## config.mk

```make
export PLATFORM = sky130hd
export DESIGN_NAME = period_meter
export DESIGN_NICKNAME = d
export VERILOG_FILES = /design/src/rtl/period_meter.sv
export SDC_FILE = /design/constraint.sdc
export NUM_CORES = 1
export LEC_CHECK = 0
export CORE_ASPECT_RATIO = 0.75
export CORE_MARGIN = 2
export CORE_UTILIZATION = 50
export CTS_CLUSTER_SIZE = 20
export DETAILED_ROUTE_END_ITERATION = 8
export PLACE_DENSITY = 0.74
export SLEW_MARGIN = 20
export SYNTH_ARGS = -nofsm -noshare
export SYNTH_HDL_FRONTEND = slang
export SYNTH_SLANG_ARGS = --single-unit
```

## constraint.sdc

```tcl
create_clock -name fin -period 8.2 [get_ports fin]
set_clock_uncertainty 0.15 [all_clocks]
set_input_delay 1.64 -clock fin [delete_from_list [all_inputs] [get_ports fin]]
set_output_delay 1.64 -clock fin [all_outputs]
set_load 0.01 [all_outputs]
```

## src/rtl/period_meter.sv

```systemverilog
// Measures the sig_in period and high time in fin cycles between synchronized rising
// edges, and flags lock against the expected period DIVN and timeout when edges stop.
module period_meter #(
    parameter logic [31:0] TIMEOUT = 32'd1_000_000,
    parameter int unsigned LOCKN   = 4
) (
    input  logic        fin,
    input  logic        rst,
    input  logic        sig_in,
    input  logic [31:0] DIVN,
    output logic [31:0] period,
    output logic [31:0] high_cnt,
    output logic        valid,
    output logic        locked,
    output logic        timeout
);
    localparam int unsigned MW = (LOCKN < 1) ? 1 : $clog2(LOCKN + 1);
    localparam logic [MW-1:0] LOCK_MAX = MW'(LOCKN);

    typedef enum logic {
        IDLE,
        MEAS
    } state_t;

    state_t        state;
    logic          s1;
    logic          s2;
    logic          s3;
    logic [31:0]   cnt;
    logic [31:0]   hcnt;
    logic [31:0]   divn_q;
    logic [MW-1:0] match_cnt;

    logic          rise;
    logic          meas_done;
    logic          tmo_hit;
    logic          divn_chg;
    logic          period_ok;
    logic [MW-1:0] match_nxt;

    // valid is a one-cycle strobe with no back-pressure; period/high_cnt stay
    // stable from that strobe until the next one (or reset).
    always_comb begin
        rise      = s2 & ~s3;
        meas_done = (state == MEAS) && rise;
        tmo_hit   = (state == MEAS) && !rise && (cnt == TIMEOUT);
        divn_chg  = (DIVN != divn_q);
        period_ok = (cnt == divn_q) && (divn_q >= 32'd2);
        match_nxt = match_cnt;
        // A DIVN change outranks any match completing in the same cycle.
        if (divn_chg || tmo_hit) begin
            match_nxt = '0;
        end else if (meas_done) begin
            if (!period_ok) begin
                match_nxt = '0;
            end else if (match_cnt < LOCK_MAX) begin
                match_nxt = match_cnt + MW'(1);
            end
        end
    end

    always_ff @(posedge fin or posedge rst) begin
        if (rst) begin
            state     <= IDLE;
            s1        <= 1'b0;
            s2        <= 1'b0;
            s3        <= 1'b0;
            cnt       <= '0;
            hcnt      <= '0;
            divn_q    <= '0;
            match_cnt <= '0;
            period    <= '0;
            high_cnt  <= '0;
            valid     <= 1'b0;
            locked    <= 1'b0;
            timeout   <= 1'b0;
        end else begin
            s1        <= sig_in;
            s2        <= s1;
            s3        <= s2;
            divn_q    <= DIVN;
            valid     <= 1'b0;
            match_cnt <= match_nxt;
            locked    <= (match_nxt >= LOCK_MAX);
            case (state)
                IDLE: begin
                    if (rise) begin
                        state <= MEAS;
                        cnt   <= 32'd1;
                        hcnt  <= 32'd1;
                    end
                end
                MEAS: begin
                    if (rise) begin
                        period   <= cnt;
                        high_cnt <= hcnt;
                        valid    <= 1'b1;
                        cnt      <= 32'd1;
                        hcnt     <= 32'd1;
                        timeout  <= 1'b0;
                    end else if (tmo_hit) begin
                        state   <= IDLE;
                        timeout <= 1'b1;
                    end else begin
                        cnt <= cnt + 32'd1;
                        if (s2) begin
                            hcnt <= hcnt + 32'd1;
                        end
                    end
                end
                default: state <= IDLE;
            endcase
        end
    end
endmodule

```

# Word level (Yosys, flattened, before mapping)
# Index checks and enable logic that the tools add are counted.
# word_totals
ff_bits,170
out_inout_bits,67
# classes
add_sub_neg,3
magnitude_cmp,3
n_eq_ne,6
muxes,19
bitwise,3
reduce_logical,11
# op_table
operator,count
32-bit two-way mux,6
32-bit case mux with 2 select lines,2
32-bit by 1-bit adder with 32-bit output (second input constant),2
32-bit by 20-bit equality test with 1-bit output (second input constant),1
32-bit equality test,1
32-bit by 2-bit >= comparator with 1-bit output (second input constant),1
32-bit inequality test,1
3-bit two-way mux,4
1-bit two-way mux,6
2-bit AND reduction,3
1-bit logical AND,4
3-bit by 1-bit adder with 3-bit output (second input constant),1
3-bit >= comparator (second input constant),1
3-bit < comparator (second input constant),1
3-bit by 1-bit inequality test with 1-bit output (second input constant),1
3-bit inequality test (second input constant),1
3-bit AND reduction,1
2-bit inequality test (second input constant),1
1-bit inverter,2
1-bit case mux with 2 select lines,1
2-bit nonzero test,1
1-bit bitwise AND,1
1-bit zero test,1
1-bit logical OR,1

# Longest topological paths before layout
# Gate-level depths: netlist of the first run.
# logic_depth
ltp_word,8
mapped_depth,9

# Worst setup path after synthesis of the first run
# Ideal clock, no wire load.
# synth_path
path_type,input port to flip-flop
from,input DIVN[12]
to,register locked
setup_time_ps,94
t_arrival_ps,2426
setup_slack_ps,5530
path_stages,5
n_path_buf,0
cell_sequence,xnor2_1 -> nand4_1 -> nor4_1 -> o211ai_1 -> a211oi_1
# synth_between
elab_chain_len,4
# synth_lines
item,line,rtl
from (decl),10,"input logic [31:0] DIVN,"
32-bit inequality test,47,divn_chg = (DIVN != divn_q);
1-bit logical OR,51,if (divn_chg || tmo_hit) begin
3-bit two-way mux,51,
net match_nxt[2],39,logic [MW-1:0] match_nxt;
3-bit >= comparator,84,locked <= (match_nxt >= LOCK_MAX);
to (signal assigned),84,
to (decl),14,"output logic locked,"
# The timed path passes the listed nets, and every way through them passes these cells.
# A chain may end at the register's enable or synchronous reset.

# Worst setup path in the final report of the first run
# layout_path
from,input DIVN[5]
to,register match_cnt[1]
# layout_between
elab_chain_len,3
# layout_lines
item,line,rtl
32-bit inequality test,47,
1-bit logical OR,51,
3-bit two-way mux,51,
net match_nxt[1],39,
to (signal assigned),83,match_cnt <= match_nxt;
to (decl),32,logic [MW-1:0] match_cnt;
# The timed path passes the listed nets, and every way through them passes these cells.

==> flow_summary.ini, run 1 <==
[clock_network]
post-cts-setup-buffers = 0
clock_path_buffers = 2
cts_tree = done
root_buffer = clkbuf_16
ctsResizeCount = 0
h-tree-depth = 4
clkTransAtPathRegs_ns = 0.06
clk_latency_ns = 0.43
postCtsHoldBufs = 0
cts_buffers = 17
clock_sinks = 169

[detailed_routing]
vias = 5934
drtPass1Iterations = 5
totalWireLength_um = 19440
met3WireLength_um = 1191
highest_layer = met4
first_iter_violations = 615
met2WireLength_um = 8883
wl_per_cell_um = 19.28
drc = 0
detail-route-antenna-nets = 0
met1_length_um = 8969
viasPerCell = 5.887

[yosys]
synthCells = 702
synth_edf_count = 0
yosys.area.top_type = dfrtp_1
ys.flop_type = dfrtp_1
synth_fp_nets = 741
yosys_warnings = 0
synth_common_cells = dfrtp_1, xnor2_1, mux2_2
yosys.cell_count.top_type = dfrtp_1
synth_top_cell_area_share_pct = 53.09
seq_area_frac_synth_pct = 53.09
synth-seq-cells = 169
syn_area_mm2 = 0.007966
synth_area_per_cell_um2 = 11.35
synth_area_leaders = dfrtp_1, xnor2_1, mux2_2
async_flop_share_pct = 100.0
yosysUniqueCellTypes = 52

[worst_setup_path]
critPathRequiredTime_ns = 8.39
path_class = input port to flip-flop
path_cells = clkdlybuf4s50_1 -> xnor2_1 -> nand4_1 -> nor4_1 -> o211ai_1 -> a31oi_1
critPathCaptureType = flip-flop
start_kind = input port
crit_family = simple AND/OR/NAND/NOR gates
crit_buf_inv = 1
cp_data_arrival_time_ns = 3.49
crit_path_top_delay_cell = clkdlybuf4s50_1
cp_max_fo = 3
cpPeakStageDelay_ns = 0.52

[power_and_ir_drop]
pwr_density_cell_mw_per_mm2 = 201.3
p_leak_nw = 3.956
p_total_w = 0.001958
irDropWorstVdd_mv = 0.1521

[final_layout]
final_net_count = 830
area_growth_pct = 22.10
multi_input_area_mm2 = 0.003506
diodes = 0
fin_cells = 1008
drive_gt1_share_pct = 15.44
n_fill_cell = 1210
final-seq-area_mm2 = 0.004229

[status]
run_status = complete, no violations

[timing]
max_freq_ghz = 0.3024
finalCritPeriodShare_pct = 40.33
finalSetupViolCount = 0
slew_viol_final = 0
finalHoldViolCount = 0
grt_setup_unrepaired = no
fin_crit_ns = 3.307
relSlewSlack_pct = 36.36
whs_ns = 0.2136
tightest_slew_ns = 0.9459
setup_tns_ns = 0
setup_ws_ns = 4.893

[floorplan]
std_cell_rows = 39
die-area_mm2 = 0.01697
io_pins = 102
core_area_mm2 = 0.01542
initial_core_util_pct = 51.66
die_w_um = 149.8
die_y_um = 113.3

[grt]
gr-total-overflow = 0
grt_pass1_vias = 6046
grt_start_max_net_pins = 86
antenna_found_initial = 0
grt_pass1_wl_um = 31370
grt_use_total_pct = 24.05

[place]
dp_cells = 977
hpwl_um = 13510
dp_slack_ns = 4.205
gp_congestion = 0.9047
port_buffers = 101

[min_path]
min-delay-path-class = flip-flop to flip-flop

[run]
cap_viol_max_count = 0
## placed cells by master, fill, tap and decap left out, drive strengths merged, types with 2 or more instances in the layout
cell / Yosys / routed
a21oi: 24 / 24
and2: 4 / 4
and3: 5 / 5
and4: 7 / 7
buf: 18 / 5
bufinv: 0 / 3
clkbuf: 18 / 22
clkdlybuf4s50: 0 / 101
clkinv: 0 / 3
dfrtp: 169 / 169
ha: 4 / 4
inv: 15 / 17
mux2: 52 / 52
nand2: 45 / 45
nand2b: 6 / 6
nand3: 29 / 29
nand3b: 2 / 2
nand4: 41 / 41
nor2: 41 / 41
nor2b: 2 / 2
nor3: 4 / 4
nor4: 18 / 18
nor4b: 2 / 2
o211ai: 5 / 5
o21ai: 26 / 26
o311ai: 9 / 9
o31ai: 14 / 14
or2: 4 / 4
or3: 17 / 17
or4: 17 / 17
xnor2: 69 / 69
xor2: 25 / 25
## worst register-to-register path, stage by stage (launching register included)
cell,delay (ns)
dfrtp_1,0.44
inv_1,0.13
ha_1,0.17
nor4b_2,0.22
nand4_2,0.27
or4_1,0.67
o211ai_1,0.40
a31oi_1,0.10
## worst paths after layout
path	start	endpoint	slack, ns	depth (start not counted)
min in group asynchronous	rst	high_cnt[31]$_DFFE_PP0P_	1.59	2
max	DIVN[5]	match_cnt[1]$_DFF_PP0_	4.89	6
min	s1$_DFF_PP0_	s2$_DFF_PP0_	0.21	0
min reg2reg	s1$_DFF_PP0_	s2$_DFF_PP0_	0.21	0
max reg2reg	cnt[0]$_DFFE_PP0P_	match_cnt[1]$_DFF_PP0_	5.50	7
max in group asynchronous	rst	hcnt[23]$_DFFE_PP0P_	5.07	3
## logic make-up after synthesis
group / Yosys count / synth area share, %
AO/OA/AOI/OAI: 85 / 7.838
buffers and inverters: 51 / 3.141
multiplexers: 53 / 7.476
AND/OR/NAND/NOR: 246 / 17.40
adder cells (fa/ha/maj): 4 / 0.6283
XOR/XNOR: 94 / 10.43
flip-flops: 169 / 53.09
## metal layers
metal	vias up	track usage, %
met5	-	0
met4	0	8.176
met3	35	5.565
met2	212	36.24
met1	2994	34.55
li1	2693	-
## flip-flops by register name, summed over array words and instances (netlist names)
register,cells
cnt,32
timeout,1
s1,1
hcnt,32
period,32
valid,1
state,1
high_cnt,32
s2,1
locked,1
s3,1
match_cnt,2
divn_q,32
## final cells by class
| type | count | share of cell area [%] |
|---|---|---|
| multi-input combinational | 482 | 36.04 |
| sequential | 169 | 43.48 |
| timing repair buffer | 106 | 10.82 |
| clock buffer | 22 | 4.978 |
| clock inverter | 9 | 1.415 |
| tap | 205 | 2.637 |
| inverter | 15 | 0.6303 |
## power by group
part | switching, W | leakage, nW | internal [W] | total, W
registers | 0.0000530 | 2.25 | 0.000870 | 0.000923
logic | 0.000101 | 1.40 | 0.0000971 | 0.000198
clock network | 0.000325 | 0.303 | 0.000513 | 0.000837
## stage by stage
step                      instance area [µm²]  util, %
after global placement                   9092    58.97
after detailed placement                 9092    58.97
final                                    9727    63.08
after global routing                     9727    63.08
after CTS                                9714    63.00
after floorplan                          7966        -
(Power assumes the default switching activity.)
==> run 2: changes to the inputs <==
- PLACE_DENSITY: 0.74 -> 0.77
- clock period: 8.2 -> 2.8 ns (I/O delays scaled with it)
==> flow_summary.ini, run 2 (same netlist as run 1, synthesis figures left out) <==
[status]
run_status = complete, no violations

[final_layout]
n_fill_cell = 1209
diodes = 0
final_common_cell = dfrtp_1
final_net_count = 845
area_growth_pct = 23.15
drive_gt1_share_pct = 16.50
fin_cells = 1023
mostFrequentLayoutCells = dfrtp_1, clkdlybuf4s50_1, xnor2_1

[min_path]
min-delay-path-class = flip-flop to flip-flop

[worst_setup_path]
path_class = flip-flop to flip-flop
crit_path_top_delay_cell = nor4_2
critPathCaptureType = flip-flop
cp_data_arrival_time_ns = 2.71
critPathRequiredTime_ns = 2.95
cp_max_fo = 7
start_kind = flip-flop
path_cells = inv_1 -> ha_1 -> nor4b_2 -> nand4_2 -> nor4_2 -> nor3_1 -> a211o_1
cpPeakStageDelay_ns = 0.64

[timing]
finalCritPeriodShare_pct = 91.42
fin_crit_ns = 2.560
whs_ns = 0.2244
setup_ws_ns = 0.2402
relSlewSlack_pct = 50.94
slew_viol_final = 0
max_freq_ghz = 0.3907
finalSetupViolCount = 0
grt_setup_unrepaired = no
tightest_slew_ns = 0.7292
finalHoldViolCount = 0
setup_tns_ns = 0

[detailed_routing]
viasPerCell = 5.942
vias = 6079
drtPass1Iterations = 5
first_iter_violations = 484
detail-route-antenna-nets = 0
wl_per_cell_um = 19.68
totalWireLength_um = 20130
drc = 0

[power_and_ir_drop]
p_leak_nw = 4.012
pwr_density_cell_mw_per_mm2 = 572.4
power_frac_comb_pct = 10.8
p_sw_share_pct = 24.51
irDropWorstVdd_mv = 0.4389
seqPwrFrac_pct = 48.0
p_total_w = 0.005615
p_sw_w = 0.001376
internal_power_w = 0.004239
clkPwrFrac_pct = 41.2

[floorplan]
io_pins = 102
core_area_mm2 = 0.01542
initial_core_util_pct = 51.66
die-area_mm2 = 0.01697
std_cell_rows = 39
die_w_um = 149.8
die_y_um = 113.3

[clock_network]
clock_sinks = 169
clock_path_buffers = 2
cts_buffers = 17
post-cts-setup-buffers = 0
clk_latency_ns = 0.43
root_buffer = clkbuf_16
cts_tree = done
ctsResizeCount = 0
clkTransAtPathRegs_ns = 0.07
postCtsHoldBufs = 0
h-tree-depth = 4

[place]
gp_congestion = 0.9224
dp_cells = 992
hpwl_um = 14500
port_buffers = 101
dp_slack_ns = 0.2590

[grt]
grt_pass1_vias = 6127
grt_use_total_pct = 24.94
antenna_found_initial = 0
grt_start_max_net_pins = 85
grt_pass1_wl_um = 32690
gr-total-overflow = 0

[run]
cap_viol_max_count = 0
run 2: cell types whose count changed in the layout (fill, tap and decap cells not counted):
| cell | delta |
|---|---|
| clkinv_4 | -2 |
| buf_6 | -1 |
| inv_6 | -3 |
| buf_12 | +3 |
| clkinvlp_4 | +2 |
| clkbuf_1 | +4 |
| buf_4 | +13 |
| o31ai_2 | +1 |
| clkbuf_8 | -4 |
| clkinv_2 | +3 |
| o31ai_4 | -1 |
run 2: critical path: cells and delay by family, from the launching register on:
family | cells | cell delay (ns)
simple gates | 4 | 1.26
compound gates | 1 | 0.29
flops | 1 | 0.47
buf+inv | 1 | 0.10
fa+ha+maj | 1 | 0.16
run 2: cell type report:
type / count / area, µm² / share of cell area (%)
clock inverters: 9 / 125.1 / 1.275
flip-flops and latches: 169 / 4229 / 43.11
inverters: 15 / 60.06 / 0.6122
well taps: 205 / 256.5 / 2.614
repair buffers: 121 / 1199 / 12.22
multi-input cells: 482 / 3497 / 35.65
clock buffers: 22 / 444.2 / 4.527
run 2: power groups by stage:
stage | Combinational (W) | Sequential, W | Clock [W]
floorplan | 0.000380 | 0.00269 | 0
global placement | 0.000584 | 0.00273 | 0
detailed placement | 0.000602 | 0.00274 | 0
CTS | 0.000608 | 0.00269 | 0.00234
global route | 0.000660 | 0.00271 | 0.00244
finish | 0.000604 | 0.00270 | 0.00231
run 2: metrics by stage:
step                cell area [µm²]  utilization, %
floorplan                      7970               -
global placement               9241           59.93
detailed placement             9241           59.93
CTS                            9811           63.62
global route                   9811           63.62
finish                         9811           63.62
run 2: path summary, 6_finish.rpt:
check,start,endpoint,slack [ns],cells past startpoint
min in group asynchronous,rst,high_cnt[29]$_DFFE_PP0P_,0.31,2
hold / removal,s1$_DFF_PP0_,s2$_DFF_PP0_,0.22,0
max in group asynchronous,rst,cnt[7]$_DFFE_PP0P_,1.47,3
setup reg to reg,cnt[1]$_DFFE_PP0P_,hcnt[29]$_DFFE_PP0P_,0.24,7
setup / recovery,cnt[1]$_DFFE_PP0P_,hcnt[29]$_DFFE_PP0P_,0.24,7
hold reg to reg,s1$_DFF_PP0_,s2$_DFF_PP0_,0.22,0
run 2: layer usage:
metal  global-route usage (%)  vias up  wire, µm
met4                    9.937        0       512
met5                        0        -         0
met3                    5.242       40      1437
met1                    35.70     3034      9135
li1                         -     2724         -
met2                    37.40      281      9045
==> run 3: changes to the inputs <==
- CTS_CLUSTER_SIZE: 20 -> default
==> results of run 3 <==
Final layout, timing and power as in run 2 (identical DEF).
